===== config.mk =====
export PLATFORM = sky130hd
export DESIGN_NAME = sipo_deser
export DESIGN_NICKNAME = d
export VERILOG_FILES = /design/src/rtl/sipo_deser.sv
export SDC_FILE = /design/constraint.sdc
export NUM_CORES = 1
export LEC_CHECK = 0
export ABC_AREA = 1
export CAP_MARGIN = 25
export CORE_AREA = 2 2 39 41
export DETAILED_ROUTE_END_ITERATION = 16
export DIE_AREA = 0 0 41 43
export PLACE_DENSITY = 0.73
export SYNTH_ARGS = -nofsm -noshare
export SYNTH_HDL_FRONTEND = slang
export SYNTH_SLANG_ARGS = --single-unit

===== constraint.sdc =====
create_clock -name clk -period 1.03 [get_ports clk]
set_input_delay 0.206 -clock clk [delete_from_list [all_inputs] [get_ports clk]]
set_output_delay 0.206 -clock clk [all_outputs]
set_load 0.02 [all_outputs]

===== src/rtl/sipo_deser.sv =====
// sipo_deser: serial-in/parallel-out deserializer.
// Collects WIDTH serial bits (MSB first) qualified by sin_en, assembles them
// into a word and presents it on a valid/ready holding register. A word that
// completes while the holding register is still occupied is dropped and
// raises the sticky overrun flag.
// Optional feature macro: PARITY_EN. When defined, every frame carries one
// trailing even-parity bit that is checked in the PAR state; mismatches set
// the sticky parity_err flag. When undefined, parity_err is tied to 0.
module sipo_deser #(
   parameter int WIDTH = 3,
   parameter int CNT_W = 2
) (
   input  logic             clk,
   input  logic             rst,
   input  logic             sin,
   input  logic             sin_en,
   input  logic             abort,
   output logic [WIDTH-1:0] dout,
   output logic             dout_valid,
   input  logic             dout_ready,
   output logic             busy,
   output logic             overrun,
   output logic             parity_err
);

`ifdef PARITY_EN
   typedef enum logic [1:0] {
      IDLE  = 2'd0,
      SHIFT = 2'd1,
      PAR   = 2'd2
   } state_t;
`else
   typedef enum logic [1:0] {
      IDLE  = 2'd0,
      SHIFT = 2'd1
   } state_t;
`endif

   // Count value held while the last data bit of a word is being sampled.
   localparam logic [CNT_W-1:0] LAST_CNT = CNT_W'(WIDTH - 1);
   localparam logic [CNT_W-1:0] ONE_CNT  = CNT_W'(1);

   state_t                   state_q, state_d;
   logic [CNT_W-1:0]         cnt_q, cnt_d;
   logic signed [WIDTH-1:0]  shift_q, shift_d;
   logic [WIDTH-1:0]         dout_q, dout_d;
   logic                     dout_valid_q, dout_valid_d;
   logic                     overrun_q, overrun_d;

   // Word-completion strobe from the framing FSM and the word it carries.
   logic                     word_done;
   logic [WIDTH-1:0]         word_val;
   logic [WIDTH-1:0]         shift_in;
   logic                     hold_free;

`ifdef PARITY_EN
   logic                     parity_err_q, parity_err_d;
   logic                     par_bad;
`endif

   // Current shift contents with the incoming serial bit appended at the LSB,
   // so the first bit received ends up in the MSB after WIDTH shifts.
   assign shift_in = {shift_q[WIDTH-2:0], sin};

   // Framing FSM: bit capture, bit counting, abort handling, completion strobe.
   always_comb begin
      state_d   = state_q;
      cnt_d     = cnt_q;
      shift_d   = shift_q;
      word_done = 1'b0;
      word_val  = shift_in;
`ifdef PARITY_EN
      par_bad   = 1'b0;
`endif
      if (abort) begin
         // abort wins over any bit sampled this cycle, including a final bit.
         state_d = IDLE;
         cnt_d   = '0;
      end else if (sin_en) begin
         case (state_q)
            IDLE: begin
               shift_d = shift_in;
               cnt_d   = ONE_CNT;
               state_d = SHIFT;
            end
            SHIFT: begin
               shift_d = shift_in;
               if (cnt_q == LAST_CNT) begin
                  cnt_d = '0;
`ifdef PARITY_EN
                  // Data complete; the frame still owes its parity bit.
                  state_d = PAR;
`else
                  state_d   = IDLE;
                  word_done = 1'b1;
                  word_val  = shift_in;
`endif
               end else begin
                  cnt_d = cnt_q + ONE_CNT;
               end
            end
`ifdef PARITY_EN
            PAR: begin
               // Even parity: data bits plus parity bit must XOR to zero.
               state_d   = IDLE;
               word_done = 1'b1;
               word_val  = shift_q;
               par_bad   = ^{shift_q, sin};
            end
`endif
            default: begin
               state_d = IDLE;
               cnt_d   = '0;
            end
         endcase
      end
   end

   // The holding register can take a new word if it is empty or is being
   // emptied by the consumer on this very edge.
   assign hold_free = ~dout_valid_q | dout_ready;

   // Holding register, handshake and sticky error flags.
   always_comb begin
      dout_d       = dout_q;
      dout_valid_d = dout_valid_q;
      overrun_d    = overrun_q;
`ifdef PARITY_EN
      parity_err_d = parity_err_q;
`endif
      if (dout_valid_q && dout_ready) begin
         dout_valid_d = 1'b0;
      end
      if (word_done) begin
         if (hold_free) begin
            dout_d       = word_val;
            dout_valid_d = 1'b1;
         end else begin
            // Consumer stalled: keep the older word, drop the new one.
            overrun_d = 1'b1;
         end
`ifdef PARITY_EN
         if (par_bad) begin
            parity_err_d = 1'b1;
         end
`endif
      end
   end

   // State, counter and data registers with synchronous active-low reset.
   always_ff @(posedge clk) begin
      if (!rst) begin
         state_q      <= IDLE;
         cnt_q        <= '0;
         shift_q      <= '0;
         dout_q       <= '0;
         dout_valid_q <= 1'b0;
         overrun_q    <= 1'b0;
      end else begin
         state_q      <= state_d;
         cnt_q        <= cnt_d;
         shift_q      <= shift_d;
         dout_q       <= dout_d;
         dout_valid_q <= dout_valid_d;
         overrun_q    <= overrun_d;
      end
   end

`ifdef PARITY_EN
   // Sticky parity error flag, cleared only by reset.
   always_ff @(posedge clk) begin
      if (!rst) begin
         parity_err_q <= 1'b0;
      end else begin
         parity_err_q <= parity_err_d;
      end
   end

   assign parity_err = parity_err_q;
`else
   assign parity_err = 1'b0;
`endif

   assign dout       = dout_q;
   assign dout_valid = dout_valid_q;
   assign overrun    = overrun_q;
   assign busy       = (state_q != IDLE);

endmodule

# --- Yosys cells after proc, flatten, opt, wreduce, memory -nomap -nowiden ---
# Index checks and enable logic that the tools add are counted.
totals:
  regBits: 11
  latch_bits: 0
  ramBits: 0
  mem_bits_ro: 0
  elab_cells: 35
  n_memories: 0
classes:
  addsub: 1
  mul: 0
  div: 0
  magnitude_cmp: 0
  n_eq_ne: 3
  shift: 0
  mux: 11
  bitwise_logic: 5
  reduce_logical: 9
op_table:
  columns: ["operator", "n"]
  rows:
  - ["2-bit one-hot mux with 2 select lines", 2]
  - ["1-bit two-way mux", 7]
  - ["2-bit AND reduction", 3]
  - ["2-bit two-way mux", 2]
  - ["1-bit inverter", 4]
  - ["2-bit OR reduction", 2]
  - ["3-bit AND reduction", 1]
  - ["2-bit by 1-bit adder with 2-bit output, second input constant", 1]
  - ["2-bit by 1-bit == test with 1-bit output, second input constant", 1]
  - ["2-bit == test, second input constant", 1]
  - ["2-bit logical NOT", 1]
  - ["2-bit != test, second input constant", 1]
  - ["2-bit nonzero test", 1]
  - ["1-bit logical AND", 1]
  - ["1-bit bitwise OR", 1]

# --- Logic depth before layout (Yosys ltp) ---
logic_depth:
  depth_word: 6
  mapped_depth: 6
  ltp_nobuf: 6

# --- Worst setup path after synthesis ---
# No wires, ideal clock.
synth_path:
  kind: "flip-flop to flip-flop"
  start: "reg state_q[0]"
  end: "reg dout_q[0] (netlist: dout[0])"
  arrival_time_ps: 1009
  required_ps: 966
  path_slack_ps: -43
  stages_incl_launch_ff: 7
  path_cell_list: "dfxtp_1 nand2_1 nor2_4 nand3_4 nand2_1 inv_1 nor2_1"
synth_via:
  elab_chain_len: 5
synth_lines:
  columns: ["element", "line_no", "source"]
  rows:
  - ["start: declaration", "43", "state_t state_q, state_d;"]
  - ["start signal: assignment", "160", "state_q <= state_d;"]
  - ["2-bit by 1-bit == test with 1-bit output", "80", "case (state_q)"]
  - ["1-bit two-way mux", "80", null]
  - ["1-bit two-way mux", "79", "end else if (sin_en) begin"]
  - ["1-bit two-way mux", "75", "if (abort) begin"]
  - ["2-bit AND reduction (no source line)", null, null]
  - ["end signal: assignment", "163", "dout_q <= dout_d;"]
  - ["end: declaration", "46", "logic [WIDTH-1:0] dout_q, dout_d;"]
# Every way passes these cells.
# A chain may end at the register's enable or synchronous reset.

# --- Final worst setup path ---
layout_path:
  start: "reg state_q[0]"
  end: "out busy"
layout_via:
  elab_chain_len: 1
layout_lines:
  columns: ["element", "line_no", "source"]
  rows:
  - ["2-bit nonzero test", "187", "assign busy = (state_q != IDLE);"]
  - ["end: declaration", "21", "output logic busy,"]
# Every way passes these cells.

==> parameters.txt <==
Parameter                              Value

Outcome
  Run status ... finished, final reports clean

Synthesis
  Post-synthesis adder-cell area fraction ... 0%
  Most area-hungry cell type in the Yosys netlist ... sky130_fd_sc_hd__dfxtp_1
  Area fraction in compound gates after synthesis ... under 10%
  Syn_nets ... between 70 and 80
  Yosys Warn Count ... 0
  Multiplexer share of the synthesized area ... 0%
  Syn avg cell area ... between 7 and 8 um^2
  Synth Cell Area ... about 480 um^2
  FF+latch count, synth ... 10
  Number of cells produced by synthesis ... 66
  Top-area cell type share of the netlist area ... a little over two fifths
  Biggest area contributors in the synthesized netlist ... sky130_fd_sc_hd__dfxtp_1, sky130_fd_sc_hd__inv_1, sky130_fd_sc_hd__nand2_1
  Distinct cells, synth ... 16
  Largest family of logic cells by synthesized area ... simple AND/OR/NAND/NOR gates
  Xor/xnor share of the synthesized area ... 0%
  Sequential area share after synthesis ... 42.11%
  Post-synthesis share of cell area spent on and, or, nand and nor gates ... around a third

Finish
  Most common cell after layout, fill and taps aside ... sky130_fd_sc_hd__inv_1
  Total of fill cells in the finished design ... 130
  ANT cells ... 0
  Layout Cell Area excl Fill ... roughly 670 um^2
  Proportion of layout cells with a drive suffix above 1 ... around 30%
  Utilization after layout ... about half
  FF/Latch Area ... approximately 200 um^2
  Post-layout net count ... 95
  Most frequent cells in the layout ... sky130_fd_sc_hd__inv_1, sky130_fd_sc_hd__nand2_1, sky130_fd_sc_hd__dfxtp_1
  Multi-input gate area in the final layout ... roughly 230 um^2
  Synthesis-to-layout area growth ... 41.05%

Routing
  Final routed wire length divided by cell count ... roughly 10 um
  Ratio of routed vias to standard cells ... roughly 4.6
  Total detailed-routing wirelength ... between 1000 and 1500 um
  Final routed DRC violation total ... 0
  Via count ... roughly 470
  First-iteration detailed-routing DRC count ... 17
  DR pass1 iterations ... 4
  Antenna Violating Nets Remaining ... 0

Worst hold path
  End point of the most critical hold path ... cnt_q[0]
  Hold/Removal Path Class ... in2reg
  Worst hold start ... sin_en
  Number of instances on the worst hold path ... 4

Clock tree
  Number of H-tree branching levels ... 1
  Sinks on the clock net ... 10
  TritonCTS clock tree ... built
  Number of CTS-inserted buffers ... 3
  CTS clk-pin slew, worst paths ... approximately 60 ps
  Maximum number of buffers from clock root to sink ... 2
  Clock latency at the later pin of the worst-skew pair ... 270 ps
  Buffer type at the clock tree root ... sky130_fd_sc_hd__clkbuf_4
  # hold bufs at CTS ... 0

STA
  Setup repair after global routing missed its margin ... false
  Final worst hold slack ... around 360 ps
  Max Transition Viols Final ... 0
  Post-layout minimum cycle time ... slightly below 1000 ps
  Fraction of the cycle the final worst path needs ... a little over nine tenths
  Final Hold Violating Endpoints ... 0
  Setup violation total in the final timing report ... 0
  Final setup skew ... roughly 5 ps
  Maximum achievable frequency ... slightly above 1000 MHz

Global route
  Total congestion overflow ... 0
  Largest net degree at the start of global routing ... 8
  Most utilized layer in the global route result ... met2
  Global-route wire length before repair ... around 1600 um
  Initial antenna violation count ... 0
  Global routing usage on met1 ... between 10% and 20%
  Number of global-route vias before repair ... 390
  Fraction of met3 tracks used by global routing ... ~3.1%
  GRT Overall Usage ... 13.90%
  M2 GR Usage ... between 20% and 30%

Setup path
  R2R Path Start ... state_q[0]
  Highest net fanout along the worst path ... 5
  Delay-heaviest family, CP ... flip-flops
  Kind of critical path ... reg2out
  Series of cell instances along the critical path ... buf_2
  Delay of the slowest critical-path stage ... ~360 ps
  WP data arrival ... 790 ps
  Type of origin of the critical path ... flop
  Worst Reg2Reg Path Length in Cells ... 5
  WP data required ... 820 ps
  Internal reg-to-reg setup slack ... about 60 ps
  Worst R2R End ... dout[1]
  Kind of end point of the critical path ... output port
  Slowest cell on the critical path ... sky130_fd_sc_hd__dfxtp_4
  Buffers & Inverters on Critical Path ... 1

Place
  Area of placed instances ... about 650 um^2
  HPWL Detailed ... a little under 700 um
  Final weighted congestion in routability-driven placement ... between 0.7 and 0.8
  Port bufs ... 11

Pwr
  Static leakage power ... around 0.34 nW
  Power density over the cells ... ~1100 mW/mm^2
  Max rail drop VDD ... ~650 uV

Run
  Max-cap violation count ... 0

Die
  Starting utilization of the core area ... roughly a third
  Core region area ... about 0.0014 mm^2
  Vertical die dimension ... 43 um
  Count of pins on the block boundary ... 13
  Die width ... about 40 um
  Std cell rows ... 14
  Die area ... 0.001763 mm^2
[cells by family after synthesis]
kind of cell           after synthesis
DFF                                 10
other                                1
buffers and inverters               17
and+or+nand+nor                     29
AOI/OAI and AO/OA                    9
[synth_stat cells (all sizes together)]
cell type,n
nand2,13
o21ai,4
conb,1
dfxtp,10
nand3,2
inv,16
nand3b,1
a21oi,5
nand4,3
buf,1
nor2,10
[registers in the layout, summed over array words and instances, names as in the netlist]
signal,cells
dout,3
cnt_q,2
shift_q,2
dout_valid,1
overrun,1
state_q,1
[worst max path at each step]
stage | depth (start not counted) | start | slack, ps | end
after floorplan | 6 | state_q[0] | 70 | dout[0]
after global placement | 7 | sin_en | -240 | dout[0]
after detailed placement | 6 | abort | -270 | dout[2]
after CTS | 6 | sin_en | 0.5 | dout[1]
after global routing | 5 | state_q[0] | 0.8 | dout[1]
final | 1 | state_q[0] | 40 | busy
[per-layer routing]
| metal | part of all wire [%] | up-vias |
|---|---|---|
| met4 | 2.0 | 0 |
| li1 | - | 241 |
| met2 | 51 | 15 |
| met1 | 43 | 213 |
| met3 | 3.9 | 2 |
| met5 | 0 | - |
[power breakdown]
group          switching [W]  internal [W]  leakage (nW)
registers         0.00000813      0.000394        0.0825
logic              0.0000520     0.0000419         0.239
clock network       0.000137      0.000135        0.0138
[per-stage QoR]
step           total power [W]  TNS [ps]  cells  setup WS [ps]
6_report             0.0007686         0    103          36.93
3_3_place_gp         0.0005006     -2502     99         -239.9
4_1_cts              0.0007620         0    102         0.4737
5_1_grt              0.0007887         0    103         0.7649
2_1_floorplan        0.0004542         0     66          68.31
3_5_place_dp         0.0005026     -2661     99         -271.3
[area by class of cell]
cell class	count	share of cell area, %
clock buffer	3	3.358
inverter	16	9.328
timing repair buffer	18	19.96
multi-input combinational	40	33.77
sequential	10	30.60
tap	16	2.985
[repair_timing]
| item | 4_1_cts | 5_1_grt |
|---|---|---|
| pin swaps | 4 | 1 |
| endpoints found under the hold margin | 0 | 0 |
| buffers inserted | 0 | 1 |
| cloned | 1 | 0 |
| resized for setup | 26 | 6 |
| setup endpoints to repair | 9 | 5 |
Power figures use the tool's default switching activity.
